`config.mk`:
```
export PLATFORM = sky130hd
export DESIGN_NAME = ktms_debug_trig_ctl
export DESIGN_NICKNAME = d
export VERILOG_FILES = /design/src/rtl/ktms_debug_trig_ctl_pkg.sv /design/src/rtl/capi_mmio_reg.sv /design/src/rtl/ktms_debug_trig_ctl.sv
export SDC_FILE = /design/constraint.sdc
export NUM_CORES = 1
export LEC_CHECK = 0
export CORE_ASPECT_RATIO = 1.4
export CORE_MARGIN = 5
export CORE_UTILIZATION = 50
export CTS_CLUSTER_SIZE = 25
export DETAILED_ROUTE_END_ITERATION = 10
export PLACE_DENSITY = 0.78
export SYNTH_ARGS = -nofsm -noshare
export SYNTH_HDL_FRONTEND = slang
export SYNTH_SLANG_ARGS = --single-unit
```
`constraint.sdc`:
```
create_clock -name clk -period 4.07 [get_ports clk]
set_input_delay 0.814 -clock clk [delete_from_list [all_inputs] [get_ports clk]]
set_output_delay 0.814 -clock clk [all_outputs]
set_load 0.005 [all_outputs]
```
`src/rtl/ktms_debug_trig_ctl_pkg.sv`:
```
// rtl/ktms_debug_trig_ctl_pkg.sv - shared encodings and field offsets for the debug trigger controller
package ktms_debug_trig_ctl_pkg;

  typedef enum logic [1:0] {
    ST_IDLE = 2'd0,
    ST_PRE  = 2'd1,
    ST_POST = 2'd2,
    ST_DONE = 2'd3
  } trig_state_t;

  localparam int CTL_ARM    = 0;
  localparam int CTL_DISARM = 1;
  localparam int CTL_MODE   = 2;
  localparam int CTL_MASK   = 8;
  localparam int CTL_POST   = 16;
  localparam int CTL_PRE    = 32;

  localparam int STS_STATE  = 0;
  localparam int STS_TRIG   = 2;
  localparam int STS_SNAP   = 8;
  localparam int STS_REM    = 16;
  localparam int STS_FILL   = 32;
  localparam int STS_CAPT   = 48;

  localparam int STS_ADDR_OFS = 1;

  function automatic logic [15:0] sat_inc(input logic [15:0] v, input logic [15:0] lim);
    return (v >= lim) ? lim : v + 16'd1;
  endfunction

endpackage

```
`src/rtl/capi_mmio_reg.sv`:
```
// rtl/capi_mmio_reg.sv - MMIO request decode for a control register and its companion status register
module capi_mmio_reg #(
  parameter int mmiobus_width = 92,
  parameter int mmioaddr      = 1,
  parameter int sts_ofs       = 1
) (
  input  logic [mmiobus_width-1:0] mmiobus,
  output logic                     wr_v,
  output logic [63:0]              wr_d,
  output logic [1:0]               rd_v
);

  localparam logic [23:0] CTL_A = 24'(mmioaddr);
  localparam logic [23:0] STS_A = 24'(mmioaddr + sts_ofs);

  logic        vld;
  logic        cfg;
  logic        rnw;
  logic        dw;
  logic [23:0] addr;
  logic [63:0] data;
  logic        req;
  logic        unused_dw;

  assign {vld, cfg, rnw, dw, addr, data} = mmiobus[91:0];
  assign unused_dw = dw;

  // config-space cycles belong to another decoder
  assign req  = vld & ~cfg;
  assign wr_v = req & ~rnw & (addr == CTL_A);
  assign wr_d = data;
  assign rd_v = {req & rnw & (addr == STS_A), req & rnw & (addr == CTL_A)};

endmodule

```
`src/rtl/ktms_debug_trig_ctl.sv`:
```
// rtl/ktms_debug_trig_ctl.sv - arm/pre-fill/trigger/post-count sequencer driving the capture-history shift enable
module ktms_debug_trig_ctl #(
  parameter int n_evt         = 8,
  parameter int cr_depth      = 16,
  parameter int mmioaddr      = 1,
  parameter int mmiobus_width = 92
) (
  input  logic                     clk,
  input  logic                     reset,
  input  logic [mmiobus_width-1:0] i_mmiobus,
  input  logic [n_evt-1:0]         i_evt,
  input  logic                     i_smp,
  output logic                     o_cap_en,
  output logic                     o_trig_v,
  output logic                     o_frozen,
  output logic                     o_mmio_rd_v,
  output logic [63:0]              o_mmio_rd_d
);

  import ktms_debug_trig_ctl_pkg::*;

  localparam logic [15:0] DEPTH     = 16'(cr_depth);
  localparam logic [7:0]  EVT_VALID = 8'((9'd1 << n_evt) - 9'd1);

  logic        wr_v;
  logic [63:0] wr_d;
  logic [1:0]  rd_sel;
  logic        arm_w;
  logic        disarm_w;
  logic        unused_wr;

  trig_state_t state;
  trig_state_t state_nxt;
  logic        mode;
  logic [7:0]  evt_mask;
  logic [15:0] post_cnt;
  logic [15:0] pre_min;
  logic [15:0] fill;
  logic [15:0] remaining;
  logic [7:0]  snapshot;
  logic [15:0] cap_total;
  logic        triggered;

  logic [7:0]  evt8;
  logic [15:0] pre_eff;
  logic        cap;
  logic        trig;
  logic [63:0] ctl_rb;
  logic [63:0] sts_rb;

  capi_mmio_reg #(
    .mmiobus_width(mmiobus_width),
    .mmioaddr     (mmioaddr),
    .sts_ofs      (STS_ADDR_OFS)
  ) u_mmio (
    .mmiobus(i_mmiobus),
    .wr_v   (wr_v),
    .wr_d   (wr_d),
    .rd_v   (rd_sel)
  );

  assign arm_w     = wr_v & wr_d[CTL_ARM];
  assign disarm_w  = wr_v & wr_d[CTL_DISARM];
  assign unused_wr = ^{wr_d[63:48], wr_d[7:3]};

  assign evt8    = 8'(i_evt);
  assign pre_eff = (pre_min < DEPTH) ? pre_min : DEPTH;

  always_comb begin
    state_nxt = state;
    trig      = 1'b0;
    cap       = ((state == ST_PRE) || (state == ST_POST)) && (mode ? i_smp : 1'b1);
    if (disarm_w) begin
      state_nxt = ST_IDLE;
    end else if (arm_w) begin
      state_nxt = ST_PRE;
    end else begin
      case (state)
        ST_PRE: begin
          if ((|(evt8 & evt_mask)) && (fill >= pre_eff)) begin
            trig      = 1'b1;
            state_nxt = (post_cnt == 16'd0) ? ST_DONE : ST_POST;
          end
        end
        ST_POST: begin
          if (cap && (remaining == 16'd1)) state_nxt = ST_DONE;
        end
        default: ;
      endcase
    end
  end

  always_ff @(posedge clk or negedge reset) begin
    if (!reset) state <= ST_IDLE;
    else        state <= state_nxt;
  end

  always_ff @(posedge clk or negedge reset) begin
    if (!reset) begin
      mode      <= 1'b0;
      evt_mask  <= 8'd0;
      post_cnt  <= 16'd0;
      pre_min   <= 16'd0;
      fill      <= 16'd0;
      remaining <= 16'd0;
      snapshot  <= 8'd0;
      cap_total <= 16'd0;
      triggered <= 1'b0;
    end else if (arm_w) begin
      mode      <= wr_d[CTL_MODE];
      evt_mask  <= wr_d[CTL_MASK +: 8] & EVT_VALID;
      post_cnt  <= wr_d[CTL_POST +: 16];
      pre_min   <= wr_d[CTL_PRE +: 16];
      fill      <= 16'd0;
      remaining <= 16'd0;
      snapshot  <= 8'd0;
      cap_total <= 16'd0;
      triggered <= 1'b0;
    end else if (!disarm_w) begin
      if (cap) begin
        fill      <= sat_inc(fill, DEPTH);
        cap_total <= sat_inc(cap_total, 16'hFFFF);
      end
      // the capture on the trigger cycle itself is not charged to post_cnt
      if (trig) begin
        remaining <= post_cnt;
        snapshot  <= evt8 & evt_mask;
        triggered <= 1'b1;
      end else if ((state == ST_POST) && cap) begin
        remaining <= remaining - 16'd1;
      end
    end
  end

  always_comb begin
    ctl_rb                  = '0;
    ctl_rb[CTL_MODE]        = mode;
    ctl_rb[CTL_MASK +: 8]   = evt_mask;
    ctl_rb[CTL_POST +: 16]  = post_cnt;
    ctl_rb[CTL_PRE +: 16]   = pre_min;
    sts_rb                  = '0;
    sts_rb[STS_STATE +: 2]  = state;
    sts_rb[STS_TRIG]        = triggered;
    sts_rb[STS_SNAP +: 8]   = snapshot;
    sts_rb[STS_REM +: 16]   = remaining;
    sts_rb[STS_FILL +: 16]  = fill;
    sts_rb[STS_CAPT +: 16]  = cap_total;
  end

  always_ff @(posedge clk or negedge reset) begin
    if (!reset) begin
      o_mmio_rd_v <= 1'b0;
      o_mmio_rd_d <= 64'd0;
    end else begin
      o_mmio_rd_v <= |rd_sel;
      if (|rd_sel) o_mmio_rd_d <= rd_sel[1] ? sts_rb : ctl_rb;
    end
  end

  assign o_cap_en = cap;
  assign o_trig_v = trig;
  assign o_frozen = (state == ST_DONE);

endmodule
```
==> impl_metrics.ini <==
[yosys]
synth_flop_cell = dfrtp_1
synth_compound_area_share_pct = 13.47
ys_seq_area_share_pct = 51.75
synthSimpleGateAreaFrac_pct = 19.24
async_flop_share_pct = 100.0
synth_edf_count = 0
ys_ff_latch = 160
yosys.area_share.adder_pct = 3.881
synth_area_sq_mm = 0.007737
syn_area_per_cell_sq_um = 9.529
ys_warn_count = 0
synth-xor-area-share_pct = 0.3396
synth.distinct_cells = 60
netlist_instances = 812
synth_top_family_by_area = simple AND/OR/NAND/NOR gates
synth_mux_area_share_pct = 7.390

[timing]
fin_skew_ns = 0.01078
max_freq_mhz = 255.3
holdWs_ns = 0.3952
period_minus_slack_ns = 3.918
setup_ws_ns = 0.1524
report.final.hold_viol_count = 0
final.setup.tns_ns = 0
rsz0062_at_grt = false
max_slew_margin_pct = 49.08
tightest_slew_ns = 0.7579
drv_slew = 0
finalCritPeriodShare_pct = 96.25
setup_viol = 0

[power]
power_leakage_nw = 4.636
p_int_mw = 2.652
swShare_pct = 21.93
power.density_mw_per_mm2 = 334.9
p_seq_share_pct = 46.8
vdd_drop_max_mv = 0.2797
power_frac_clock_pct = 49.3
combPwrFrac_pct = 3.9
p_sw_mw = 0.7449

[clock_network]
tritoncts = built
cts_buffers = 17
cts.sinks = 160
cts_root_buffer = clkbuf_16
clk_latency_ns = 0.42
clock_path_buffers = 2
clk_pin_slew_worst_paths_ns = 0.07
htreeDepth = 4
hold_buffers = 0

[run]
drv_cap = 0

[finish]
layout_common_cells = nand2_1 (192), dfrtp_1 (160), clkdlybuf4s50_1 (141)
drive_gt1_share_pct = 7.661
syn_to_final_growth_pct = 31.06
fillers = 1197
seqCellArea_sq_mm = 0.004004
post-route-util_pct = 67.07
nets = 1093
design_area_sq_mm = 0.01014
multi_input_area_sq_mm = 0.003533
mostFrequentLayoutCell = nand2_1

[drt]
wl_per_cell_um = 17.45
drt_iter0_drc = 364
drc = 0
wirelength_um = 20450
vias_per_cell = 5.643
ant_nets = 0
first_pass_iters = 6
vias = 6614

[place]
place_hpwl_um = 14060
post-place-ws_ns = 0.1756
globalplace.congestion = 0.9181
placed_cell_area_sq_mm = 0.009445
io_buffers = 143

[worst_setup_path]
worstSetupPathType = flip-flop to primary output
critPathRequiredTime_ns = 3.26
crit_path_end_kind = primary output
worstPathCellList = nor4_2 -> and3_4 -> buf_6 -> nand2_1 -> ha_1 -> a2111o_1 -> a41o_1 -> o21ai_2 -> or2_1 -> inv_2 -> clkdlybuf4s15_1
worst_setup_path_start_kind = flip-flop
cp.arrival_ns = 3.10
crit_fanout = 4
cpPeakStageDelay_ns = 0.41
cp_slowest_cell = dfrtp_1

[global_route]
grt_pass1_vias = 6521
grt_max_degree = 75
grt_pass1_wl_um = 32950
antenna_found_initial = 1
grt_use_total_pct = 23.00
overflow = 0

[floorplan]
die_y_um = 157.2
coreArea_sq_mm = 0.01512
pin_count = 171
die_x_um = 115.1
num_rows = 53
die_area_sq_mm = 0.01810
initial_core_util_pct = 51.18

[hold_path]
min_path_type = input port to asynchronous set/reset pin

[run_status]
outcome = finished, final reports clean
## through the flow
step	instances	power, mW
final	1172	3.397
after detailed placement	1134	1.753
after floorplan	826	1.636
after global routing	1172	3.510
after global placement	1134	1.751
after CTS	1169	3.416
## power by group through the flow
stage          clock network [mW]  registers (mW)  logic, mW
2_1_floorplan                   0            1.62     0.0156
3_3_place_gp                    0            1.62      0.132
3_5_place_dp                    0            1.62      0.133
4_1_cts                      1.69            1.59      0.133
5_1_grt                      1.78            1.59      0.145
6_report                     1.67            1.59      0.132
## logic make-up after synthesis
| group | after synthesis |
|---|---|
| and+or+nand+nor | 331 |
| xor gates and xnor gates | 3 |
| muxes | 57 |
| AOI/OAI and AO/OA | 164 |
| adders and majority gates | 24 |
| other | 2 |
| buffers and inverters | 71 |
| DFF | 160 |
## layer usage
layer | part of all wire [%] | GRT usage [%] | wire [um]
met5 | 0 | 0 | 0
met4 | 2.4 | 8.613 | 490
met3 | 5.1 | 3.885 | 1038
met2 | 53 | 40.07 | 10740
met1 | 40 | 28.52 | 8184
## cell type report
type,count,area share (%)
multi-input combinational,595,34.84
sequential,160,39.48
timing repair buffer,167,16.19
clock buffer,17,4.195
tap,192,2.369
antenna,1,0.02468
inverter,25,0.9377
clock inverter,15,1.962
## what timing repair did
action | 4_1_cts | 5_1_grt
buffers inserted | 3 | 2
pin swaps | 6 | 8
gates resized for setup | 7 | 2
setup endpoints to repair | 1 | 1
## cell usage after synthesis, types with 5 or more instances
| cell | count | area (sq um) |
|---|---|---|
| buf_2 | 8 | 40.04 |
| nand4_1 | 8 | 50.05 |
| buf_4 | 5 | 37.54 |
| mux2i_1 | 56 | 560.5 |
| a21oi_1 | 21 | 105.1 |
| nor3_1 | 15 | 75.07 |
| and2_1 | 9 | 56.30 |
| a22o_1 | 18 | 157.7 |
| o21ai_1 | 54 | 270.3 |
| nor4_1 | 19 | 118.9 |
| o21ai_0 | 10 | 50.05 |
| nand3_1 | 17 | 85.08 |
| nor2_1 | 41 | 153.9 |
| o31ai_1 | 5 | 37.54 |
| and3_1 | 9 | 56.30 |
| inv_1 | 23 | 86.33 |
| a311oi_1 | 5 | 43.79 |
| ha_1 | 24 | 300.3 |
| clkbuf_1 | 33 | 123.9 |
| dfrtp_1 | 160 | 4004 |
| nand2_1 | 192 | 720.7 |
| o22ai_1 | 23 | 143.9 |
## state kept, by name, indices dropped and copies added (netlist names)
register	count
remaining	16
snapshot	8
cap_total	16
o_mmio_rd_v	1
triggered	1
mode	1
post_cnt	16
pre_min	16
state	2
o_mmio_rd_d	59
evt_mask	8
fill	16
## worst max-delay path, delay by kind of cell (launching register included)
family	cells	cell delay (ns)
simple gates	4	0.80
flops	1	0.41
compound gates	3	0.81
buf+inv	3	0.37
fa+ha+maj	1	0.29
## final timing paths
check                      cells after the start                   startpoint  slack (ns)                          end
setup reg to reg                              12      pre_min[14]$_DFFE_PN0P_        0.70     remaining[8]$_DFFE_PN0P_
max in group asynchronous                      2                        reset        2.87  o_mmio_rd_d[16]$_DFFE_PN0P_
min in group clk                               2  o_mmio_rd_d[47]$_DFFE_PN0P_        0.48  o_mmio_rd_d[47]$_DFFE_PN0P_
hold / removal                                 1                        reset        0.40      pre_min[13]$_DFFE_PN0P_
setup / recovery                              11      pre_min[14]$_DFFE_PN0P_        0.15                     o_trig_v
hold reg to reg                                2  o_mmio_rd_d[47]$_DFFE_PN0P_        0.48  o_mmio_rd_d[47]$_DFFE_PN0P_
Power figures use the tool's default switching activity.
